===== src/rtl/level_gen.sv =====
// level_gen: turns single-cycle set/clr request pulses into a level with a minimum dwell
// per level and a one-deep queue for an opposite request. Define LEVEL_GEN_DROP_CNT_EN to add drop_cnt.
module level_gen #(
    parameter int MIN_HIGH = 4,
    parameter int MIN_LOW  = 4,
    parameter int CNT_W    = 16
) (
    input  logic       clk,
    input  logic       rst,
    input  logic       set_pulse,
    input  logic       clr_pulse,
    output logic       level_out,
    output logic       busy,
`ifdef LEVEL_GEN_DROP_CNT_EN
    output logic [7:0] drop_cnt,
`endif
    output logic       drop
);

    // state       | meaning
    // S_LOW       | level 0, dwell satisfied
    // S_LOW_HOLD  | level 0, dwell counting
    // S_HIGH      | level 1, dwell satisfied
    // S_HIGH_HOLD | level 1, dwell counting
    typedef enum logic [1:0] {
        S_LOW       = 2'd0,
        S_LOW_HOLD  = 2'd1,
        S_HIGH      = 2'd2,
        S_HIGH_HOLD = 2'd3
    } state_t;

    localparam logic [CNT_W-1:0] MIN_HIGH_C = CNT_W'(MIN_HIGH);
    localparam logic [CNT_W-1:0] MIN_LOW_C  = CNT_W'(MIN_LOW);
    localparam logic [CNT_W-1:0] CNT_ONE    = CNT_W'(1);

    state_t           state, state_n;
    logic [CNT_W-1:0] cnt, cnt_n;
    logic             pend, pend_n;
    logic             drop_n;

    always_ff @(posedge clk) begin
        if (rst) begin
            state     <= S_LOW;
            cnt       <= '0;
            pend      <= 1'b0;
            drop      <= 1'b0;
            level_out <= 1'b0;
            busy      <= 1'b0;
        end else begin
            state     <= state_n;
            cnt       <= cnt_n;
            pend      <= pend_n;
            drop      <= drop_n;
            level_out <= (state_n == S_HIGH) || (state_n == S_HIGH_HOLD);
            busy      <= (state_n == S_HIGH_HOLD) || (state_n == S_LOW_HOLD);
        end
    end

    always_comb begin
        state_n = state;
        cnt_n   = cnt;
        pend_n  = pend;
        drop_n  = 1'b0;
        if (set_pulse && clr_pulse) begin
            // conflicting requests are discarded; the dwell timer keeps running
            drop_n = 1'b1;
            if ((state == S_HIGH_HOLD && cnt != MIN_HIGH_C) ||
                (state == S_LOW_HOLD  && cnt != MIN_LOW_C))
                cnt_n = cnt + CNT_ONE;
        end else begin
            case (state)
                S_LOW: begin
                    if (set_pulse) begin
                        state_n = S_HIGH_HOLD;
                        cnt_n   = CNT_ONE;
                    end
                end
                S_HIGH: begin
                    if (clr_pulse) begin
                        state_n = S_LOW_HOLD;
                        cnt_n   = CNT_ONE;
                    end
                end
                S_HIGH_HOLD: begin
                    if (set_pulse && pend) begin
                        pend_n = 1'b0;
                        drop_n = 1'b1;
                    end else if (clr_pulse) begin
                        pend_n = 1'b1;
                    end
                    if (cnt == MIN_HIGH_C) begin
                        if (pend_n) begin
                            state_n = S_LOW_HOLD;
                            cnt_n   = CNT_ONE;
                            pend_n  = 1'b0;
                        end else begin
                            state_n = S_HIGH;
                            cnt_n   = '0;
                        end
                    end else begin
                        cnt_n = cnt + CNT_ONE;
                    end
                end
                S_LOW_HOLD: begin
                    if (clr_pulse && pend) begin
                        pend_n = 1'b0;
                        drop_n = 1'b1;
                    end else if (set_pulse) begin
                        pend_n = 1'b1;
                    end
                    if (cnt == MIN_LOW_C) begin
                        if (pend_n) begin
                            state_n = S_HIGH_HOLD;
                            cnt_n   = CNT_ONE;
                            pend_n  = 1'b0;
                        end else begin
                            state_n = S_LOW;
                            cnt_n   = '0;
                        end
                    end else begin
                        cnt_n = cnt + CNT_ONE;
                    end
                end
                default: begin
                    state_n = S_LOW;
                    cnt_n   = '0;
                    pend_n  = 1'b0;
                end
            endcase
        end
    end

`ifdef LEVEL_GEN_DROP_CNT_EN
    always_ff @(posedge clk) begin
        if (rst)
            drop_cnt <= 8'd0;
        else if (drop_n && drop_cnt != 8'hFF)
            drop_cnt <= drop_cnt + 8'd1;
    end
`endif

endmodule

===== config.mk =====
export PLATFORM = sky130hd
export DESIGN_NAME = level_gen
export DESIGN_NICKNAME = d
export VERILOG_FILES = /design/src/rtl/level_gen.sv
export SDC_FILE = /design/constraint.sdc
export NUM_CORES = 1
export LEC_CHECK = 0
export ABC_AREA = 1
export CORE_ASPECT_RATIO = 0.6
export CORE_MARGIN = 1
export CORE_UTILIZATION = 53
export DETAILED_ROUTE_END_ITERATION = 8
export PLACE_DENSITY = 0.74
export RECOVER_POWER = 50
export SLEW_MARGIN = 20
export SYNTH_ARGS = -nofsm -noshare
export SYNTH_HDL_FRONTEND = slang
export SYNTH_SLANG_ARGS = --single-unit

===== constraint.sdc =====
create_clock -name clk -period 1.8 [get_ports clk]
set_clock_uncertainty 0.2 [all_clocks]
set_input_delay 0.18 -clock clk [delete_from_list [all_inputs] [get_ports clk]]
set_output_delay 0.18 -clock clk [all_outputs]
set_load 0.005 [all_outputs]

==> impl_metrics.py, run 1 <==
metrics = {
    "clock_network": {
        "clk_latency_ps": 260,
        "post_cts_buffers": 0,
        "cts_tree": "yes",
        "root_buffer": "clkbuf_8",
        "ctsLongestPathBuffers": 2,
        "clock_sinks": 21,
        "numCtsBuffers": 3,
        "htree_levels": 1,
        "clk_pin_slew_ps": 80,
    },
    "yosys": {
        "syn_area_per_cell_um2": 6.31,
        "ys_ff_latch": 21,
        "syn_area_um2": 1440,
        "yosys_warnings": 0,
        "synthesis.nets": 234,
        "synth_cells": 228,
        "synthTopCellsByArea": "dfxtp_1 (29%), nand2_1 (15%), nor2_1 (6.8%)",
        "yosys.area.top_type_share": 0.292,
        "synth_edf_count": 0,
        "ys_types": 31,
        "synth-main-ff-cell": "dfxtp_1",
        "yosysSeqAreaShare": 0.292,
        "async_flop_share": 0,
        "yosys.area.top_type": "dfxtp_1",
    },
    "pwr": {
        "vdd_drop_max_mv": 0.497,
        "comb_power_share": 0.225,
        "p_int_uw": 732,
        "power_switching_share": 0.313,
        "p_sw_uw": 334,
        "p_leak_nw": 0.674,
        "p_clk_frac": 0.302,
        "power_density_nw_per_um2": 642,
        "power_frac_seq": 0.474,
    },
    "final_layout": {
        "fillerInstances": 231,
        "fin_util": 0.654,
        "final_layout_size_suffix_gt1_frac": 0.151,
        "syn_to_final_growth_pct": 15.5,
        "antenna_cells": 0,
        "layout.cells.non_filler": 277,
        "final_common_cell": "nand2_1",
        "multi_input_area_um2": 897,
        "seqCellArea_um2": 425,
        "mostFrequentLayoutCells": "nand2_1 (59), nor2_1 (26), inv_1 (23)",
        "layout.nets": 252,
    },
    "route": {
        "vias_per_cell": 5.81,
        "drtPass1Iterations": 5,
        "wl_per_cell_um": 14.1,
        "ant_nets": 0,
        "drt_wl_total_mm": 3.91,
        "route.detailed.drc": 0,
        "first_iter_violations": 198,
        "vias": 1609,
    },
    "die": {
        "die_h_um": 42.3,
        "io_pins": 7,
        "core_um2": 2540,
        "rows": 14,
        "dieArea_um2": 2930,
        "initial_utilization": 0.566,
        "die_w_um": 69.2,
    },
    "setup_path": {
        "crit_fanout": 8,
        "cp-end-kind": "flip-flop",
        "critPathRequiredTime_ps": 1800,
        "worstSetupPathType": "flip-flop to flip-flop",
        "r2r_start": "state[0]$_SDFF_PP0_",
        "critPathArrivalTime_ps": 1720,
        "r2r_cells": 7,
        "cp.buffers_inverters": 1,
        "ff2ff_setup_slack_ps": 80,
        "critPathSlowestCell": "dfxtp_1",
        "path_depth": 7,
        "path_common_cell": "nand2_1",
        "r2r_end": "cnt[7]$_SDFFE_PP0P_",
        "crit_path_start": "state[0]$_SDFF_PP0_",
        "cp-endpoint": "cnt[7]$_SDFFE_PP0P_",
        "cpPeakStageDelay_ps": 390,
        "cpLargestDelayFamily": "simple AND/OR/NAND/NOR gates",
        "cp-start-kind": "flip-flop",
        "path_cells": "inv_2 -> nand2_1 -> or2_2 -> nand3b_1 -> and2_4 -> nand2_1 -> a21oi_1",
    },
    "placement": {
        "portBuffers": 6,
        "place_congestion": 0.903,
        "dp.cells": 272,
        "dp_hpwl_mm": 2.86,
    },
    "timing": {
        "finalCritPeriodShare": 0.955,
        "setup_viol": 0,
        "fmax_mhz": 582,
        "final_hold_viol_count": 0,
        "relSlewSlack": 0.793,
        "tightestPinTransition_ps": 310,
        "final.min_clock_period_ps": 1720,
        "slew_viol_final": 0,
    },
    "global_route": {
        "antenna_found_initial": 0,
        "grt_max_degree": 18,
        "overflow": 0,
        "grt_pass1_vias": 1406,
        "grt_pass1_wl_mm": 6.58,
        "globalRouteTotalUtil": 0.282,
    },
    "min_path": {
        "worstHoldPathType": "flip-flop to flip-flop",
        "min-delay-start": "cnt[1]$_SDFFE_PP0P_",
    },
    "outcome": {
        "outcome": "complete, no violations",
    },
    "flow_run": {
        "cap_violations": 0,
    },
}
-- timing repair --
item	CTS	global route
endpoints found under the hold margin	0	0
gates resized for setup	0	11
endpoints found under the setup margin	0	18
hold buffers	0	0
-- worst min-delay path by stage --
stage,endpoint,slack (ps),cells past startpoint
after floorplan,drop$_SDFF_PP0_,160,2
after detailed placement,cnt[4]$_SDFFE_PP0P_,300,2
after CTS,cnt[4]$_SDFFE_PP0P_,310,2
final,cnt[1]$_SDFFE_PP0P_,290,2
after global placement,cnt[4]$_SDFFE_PP0P_,300,2
after global routing,cnt[1]$_SDFFE_PP0P_,310,2
-- synthesized netlist by cell type (2+ instances only) --
cell type	count
clkbuf_1	3
o2111ai_1	2
a21oi_2	2
o21bai_1	3
a21oi_1	19
inv_1	23
nand4_1	6
o211ai_1	9
o21ai_0	10
nor2_2	3
nor2_1	26
nand3_1	14
ha_1	2
nand2_1	59
dfxtp_1	21
xor2_1	3
nand2_2	3
nor3_1	7
-- layer usage --
layer  up-vias  global-route usage  part of all wire
met5         -                   0                 0
met4         0              0.0490            0.0026
met3         2              0.0986              0.12
met2        89               0.400              0.39
met1       725               0.414              0.48
li1        793                   -                 -
-- layout make-up --
class	instances	area share
Clock buffer	3	0.0249
Clock inverter	1	0.00301
Inverter	25	0.0565
Multi-Input combinational cell	176	0.540
Sequential cell	21	0.256
Tap cell	32	0.0241
Timing Repair Buffer	19	0.0950
-- through the flow --
step / hold WS [ps] / power, mW / instance area (µm²) / setup WS [ps] / TNS (ps)
after CTS: 311 / 1.05 / 1630 / 29.8 / 0
final: 294 / 1.07 / 1660 / 81.5 / 0
after detailed placement: 298 / 0.736 / 1580 / -91.4 / -1190
after global routing: 313 / 1.11 / 1660 / -8.06 / -10.4
after global placement: 296 / 0.733 / 1580 / -78.0 / -934
after floorplan: 158 / 0.676 / 1440 / 93.5 / 0
-- cell families (layout without fill, tap and decap cells) --
logic type	Yosys count	count (layout)	synth area share
and+or+nand+nor	122	123	0.367
AOI/OAI and AO/OA	48	48	0.204
DFF	21	21	0.292
xor gates and xnor gates	3	3	0.0183
buffers and inverters	32	48	0.101
adders and majority gates	2	2	0.0174
-- power by group through the flow --
| stage | logic, mW | clock network (mW) | registers (mW) |
|---|---|---|---|
| final | 0.240 | 0.321 | 0.505 |
| after global routing | 0.259 | 0.346 | 0.507 |
| after CTS | 0.222 | 0.323 | 0.503 |
| after detailed placement | 0.222 | 0 | 0.515 |
| after global placement | 0.219 | 0 | 0.514 |
| after floorplan | 0.166 | 0 | 0.509 |
-- sequential cells by signal, indices dropped and copies added (netlist names) --
signal	cells
level_out	1
cnt	16
drop	1
pend	1
state	2
-- worst min-delay path, cell delays in order (launching register included) --
cell and delay [ps]:
dfxtp_2 340, nand2_1 60, a21oi_1 50
Note: power is estimated with default switching activity, not from simulation.
==> run 2, diff against run 1 <==
--- a/config.mk
+++ b/config.mk
@@ -6,6 +6,7 @@
 export NUM_CORES = 1
 export LEC_CHECK = 0
 export ABC_AREA = 1
+export ABC_CLOCK_PERIOD_IN_PS = 1800
 export CORE_ASPECT_RATIO = 0.6
 export CORE_MARGIN = 1
 export CORE_UTILIZATION = 53
==> results of run 2 <==
The final DEF is identical to that of run 1; final timing and power are the same.
